`src/rtl/sw_scan_conditioner.sv`:
```
// rtl/sw_scan_conditioner.sv - switch/button synchronizer, debouncer, press strobes and digit-scan divider
//
// Ports:
//   clk        rising-edge system clock for all state
//   rst        asynchronous active-high reset
//   SW_raw     [7:0] asynchronous slide switches
//   BTN_raw    [3:0] asynchronous push buttons, active-high
//   SW_OK      [7:0] debounced switch levels
//   BTN_OK     [3:0] debounced button levels
//   btn_pulse  [3:0] one-cycle strobe on each debounced button press
//   scanning   [1:0] seven-segment digit-scan index (top two divider bits)
module sw_scan_conditioner #(
    parameter int DEB_LIMIT = 50000,
    parameter int SCAN_W    = 18
) (
    input  logic              clk,
    input  logic              rst,
    input  logic [7:0]        SW_raw,
    input  logic [3:0]        BTN_raw,
    output logic [7:0]        SW_OK,
    output logic [3:0]        BTN_OK,
    output logic [3:0]        btn_pulse,
    output logic [1:0]        scanning
);

    localparam int            NCH     = 12;
    localparam logic [15:0]   CNT_MAX = 16'(DEB_LIMIT - 1);

    // Channel map: [7:0] switches, [11:8] buttons.
    logic [NCH-1:0]           raw;
    logic [NCH-1:0]           sync1_q;
    logic [NCH-1:0]           sync2_q;
    logic [NCH-1:0]           ok_q;
    logic [NCH-1:0]           ok_d;
    logic [NCH-1:0][15:0]     cnt_q;
    logic [NCH-1:0][15:0]     cnt_d;
    logic [3:0]               pulse_q;
    logic [SCAN_W-1:0]        div_q;

    assign raw = {BTN_raw, SW_raw};

    // A channel counts only while its synchronized level disagrees with the
    // accepted level; any agreement (including a glitch back) restarts at 0.
    always_comb begin
        ok_d  = ok_q;
        cnt_d = '0;
        for (int i = 0; i < NCH; i++) begin
            if (sync2_q[i] != ok_q[i]) begin
                if (cnt_q[i] == CNT_MAX) begin
                    ok_d[i] = sync2_q[i];
                end else begin
                    cnt_d[i] = cnt_q[i] + 16'd1;
                end
            end
        end
    end

    always_ff @(posedge clk or posedge rst) begin
        if (rst) begin
            sync1_q <= '0;
            sync2_q <= '0;
            ok_q    <= '0;
            cnt_q   <= '0;
            pulse_q <= '0;
            div_q   <= '0;
        end else begin
            sync1_q <= raw;
            sync2_q <= sync1_q;
            ok_q    <= ok_d;
            cnt_q   <= cnt_d;
            // Registered rising-edge detect so the strobe lines up with BTN_OK.
            pulse_q <= ok_d[11:8] & ~ok_q[11:8];
            div_q   <= div_q + 1'b1;
        end
    end

    assign SW_OK     = ok_q[7:0];
    assign BTN_OK    = ok_q[11:8];
    assign btn_pulse = pulse_q;
    assign scanning  = div_q[SCAN_W-1 -: 2];

endmodule

```
`config.mk`:
```
export PLATFORM = sky130hd
export DESIGN_NAME = sw_scan_conditioner
export DESIGN_NICKNAME = d
export VERILOG_FILES = /design/src/rtl/sw_scan_conditioner.sv
export SDC_FILE = /design/constraint.sdc
export NUM_CORES = 1
export LEC_CHECK = 0
export BUFFER_PORTS_ARGS = -buffer_cell sky130_fd_sc_hd__buf_4
export CORE_ASPECT_RATIO = 0.75
export CORE_UTILIZATION = 36
export CTS_CLUSTER_DIAMETER = 120
export DETAILED_ROUTE_END_ITERATION = 8
export GPL_TIMING_DRIVEN = 0
export SLEW_MARGIN = 20
export SYNTH_ARGS = -nofsm -noshare
export SYNTH_HDL_FRONTEND = slang
export SYNTH_SLANG_ARGS = --single-unit
```
`constraint.sdc`:
```
create_clock -name clk -period 17.29 [get_ports clk]
set_input_delay 0.8645 -clock clk [delete_from_list [all_inputs] [get_ports clk]]
set_output_delay 0.8645 -clock clk [all_outputs]
set_load 0.01 [all_outputs]
```
==> impl_metrics.json <==
{
  "p_total_mw": 1.21,
  "final_util": 0.419,
  "clock_latency_ns": 0.53,
  "irDropWorstVdd_v": 0.0000593,
  "cts_tree": "built",
  "path_delay_family": "flip-flops",
  "grt_max_degree": 100,
  "yosysUniqueCellTypes": 43,
  "path_buf_inv": 2,
  "crit_fanout": 3,
  "netlist_instances": 1081,
  "synth-async-reset-ratio": 1.00,
  "num-fill-cells": 3014,
  "ant_nets": 0,
  "dieHeight_um": 156,
  "crit_type": "reg -> out",
  "port_buffers": 31,
  "nets": 1170,
  "rr_startpoint": "cnt_q[96]",
  "final_layout_size_suffix_gt1_frac": 0.0990,
  "initial_core_util": 0.365,
  "rsz0062_at_grt": "no",
  "die-area_um2": 32400,
  "start_kind": "flip-flop",
  "final.setup.tns_ns": 0,
  "antenna_found_initial": 0,
  "numClockSinks": 250,
  "p_per_area_nw_per_um2": 92.2,
  "place.gp.congestion": 0.796,
  "syn_area_um2": 11400,
  "reg2reg_slack_ns": 15.31,
  "cts_inserted_buffers": 27,
  "hold_viol": 0,
  "cp_common_cell": "buf_4",
  "period_share": 0.122,
  "die_w_um": 208,
  "insertedDiodeCount": 0,
  "avgSynthCellArea_um2": 10.6,
  "slew_violations": 0,
  "endpoint_kind": "output pin",
  "syn_to_final_growth_pct": 14.7,
  "slowest_stage": "dfrtp_1",
  "ys_seq_elements": 250,
  "maxCapViolations": 0,
  "period_needed_ns": 2.11,
  "cts_hold_buf": 0,
  "reg2reg_depth": 6,
  "synth_top_area_share": 0.548,
  "status": "complete, no violations",
  "coreArea_um2": 31300,
  "dr_total_vias": 7553,
  "grt_pass1_wl_um": 35800,
  "register_area_um2": 6260,
  "path_cells": "buf_4, buf_4",
  "max_stage_delay_ns": 0.43,
  "wire_per_inst_um": 12.7,
  "ys.flop_type": "dfrtp_1",
  "cp.arrival_ns": 1.24,
  "leakage_nw": 5.32,
  "hpwlAfterDp_um": 13000,
  "grtUsageTotal": 0.130,
  "cts_setup_buffers": 0,
  "max_freq_mhz": 474,
  "h-tree-depth": 1,
  "required_ns": 16.43,
  "timing.rr.end": "cnt_q[107]",
  "slew_headroom": 0.600,
  "grt_pass1_vias": 7380,
  "seq_area_frac_synth": 0.548,
  "firstDrtPassIters": 4,
  "ys_warn_count": 0,
  "hold_class": "in -> async",
  "totalWireLength_um": 19900,
  "drc": 0,
  "overflow": 0,
  "multiInputGateArea_um2": 4930,
  "cts_resized": 0,
  "io-pin-count": 32,
  "viasPerCell": 4.82,
  "dr.first_iter.drc_count": 396,
  "num_rows": 56,
  "worst_pin_slew_ns": 0.594,
  "setup_viol": 0,
  "synthTopCellsByArea": "dfrtp_1 (55%), xnor2_1 (12%), nor2_1 (7.0%)",
  "synth_nets": 1108,
  "cts.path.max_buffers": 3,
  "clkTransAtPathRegs_ns": 0.06,
  "yosys.area.top_type": "dfrtp_1",
  "cts_root_buf": "clkbuf_16",
  "synth_edf_count": 0,
  "skew_ns": 0.00791
}
==> how the worst max path moves through the flow <==
stage          cells past startpoint  slack (ns)            to       from
6_report                           2       15.18   scanning[0]  div_q[16]
5_1_grt                            6       15.03    cnt_q[108]  cnt_q[96]
4_1_cts                            2       15.13   scanning[0]  div_q[16]
3_5_place_dp                       4       15.05     cnt_q[81]        rst
3_3_place_gp                       2        6.56     cnt_q[82]        rst
2_1_floorplan                      1        9.55  btn_pulse[0]        rst
==> cell families (layout without fill, tap and decap cells) <==
family,count (synthesis),count (layout),share of synthesized area
xor+xnor,193,193,0.148
compound gates,9,9,0.00997
mux,12,12,0.0125
fa+ha+maj,13,13,0.0142
flops,250,250,0.548
buf+inv,51,132,0.0205
simple gates,553,553,0.247
==> flip-flops by register name (all words and copies together), names as in the netlist <==
| register | count |
|---|---|
| sync2_q | 12 |
| btn_pulse | 4 |
| ok_q | 12 |
| cnt_q | 192 |
| sync1_q | 12 |
| div_q | 18 |
==> synthesized netlist by cell type, types with 2 or more instances <==
cell,instances
a21oi_1,3
and3_1,16
and3_2,3
and4_1,2
buf_4,3
buf_6,4
clkbuf_1,5
dfrtp_1,250
ha_1,13
inv_1,37
mux2_2,9
mux2_4,2
nand2_1,46
nand2_4,2
nand3_1,77
nand3_2,2
nand4_1,46
nand4bb_1,5
nor2_1,213
nor3_1,46
nor3b_1,3
nor4_1,52
nor4b_1,6
nor4bb_1,12
o31ai_1,3
o41ai_4,2
or2_2,3
or3_1,4
or4_1,4
or4_4,4
xnor2_1,153
xor2_1,40
==> where the power goes <==
part / internal (mW) / switching [mW] / leakage, nW
Clock: 0.340 / 0.228 / 0.417
Combinational: 0.0126 / 0.0244 / 1.51
Sequential: 0.595 / 0.00849 / 3.39
==> through the flow <==
stage / cells / instance area, um2 / hold slack, ns / setup WS, ns
finish: 1568 / 13100 / 0.344 / 15.18
global route: 1568 / 13100 / 0.349 / 15.03
CTS: 1568 / 13100 / 0.345 / 15.13
detailed placement: 1520 / 12200 / 0.335 / 15.05
global placement: 1518 / 12200 / 0.334 / 6.56
floorplan: 1081 / 11400 / 0.331 / 9.55
==> final cells by class <==
type	instances	area share
Buffer	14	0.00726
Clock inverter	13	0.0117
Clock buffer	35	0.0554
Inverter	37	0.0112
Multi-Input combinational cell	780	0.376
Timing Repair Buffer	33	0.0220
Tap cell	406	0.0388
Sequential cell	250	0.477
==> cell usage in the layout, fill, tap and decap left out, drive strengths merged <==
| cell | count |
|---|---|
| nand4bb | 6 |
| inv | 37 |
| and4b | 1 |
| or3 | 5 |
| clkinv | 5 |
| buf | 42 |
| mux2 | 12 |
| clkbuf | 40 |
| nand4 | 46 |
| nand4b | 1 |
| nor3b | 3 |
| nor4b | 6 |
| and2 | 1 |
| dfrtp | 250 |
| xnor2 | 153 |
| nand3 | 79 |
| and3b | 1 |
| or4 | 8 |
| and4 | 2 |
| and3 | 19 |
| clkinvlp | 5 |
| nand2 | 49 |
| ha | 13 |
| nor2 | 213 |
| bufinv | 3 |
| o31ai | 4 |
| xor2 | 40 |
| nor4 | 52 |
| nor3 | 46 |
| or2 | 3 |
| nor4bb | 12 |
| a21oi | 3 |
| o41ai | 2 |
==> layer usage <==
metal | routed length [um] | track usage | vias up
met2 | 8230 | 0.190 | 79
met1 | 10700 | 0.195 | 3605
li1 | - | - | 3840
met3 | 652 | 0.0257 | 29
met5 | 0 | 0 | -
met4 | 359 | 0.0307 | 0
Power figures use the tool's default switching activity.
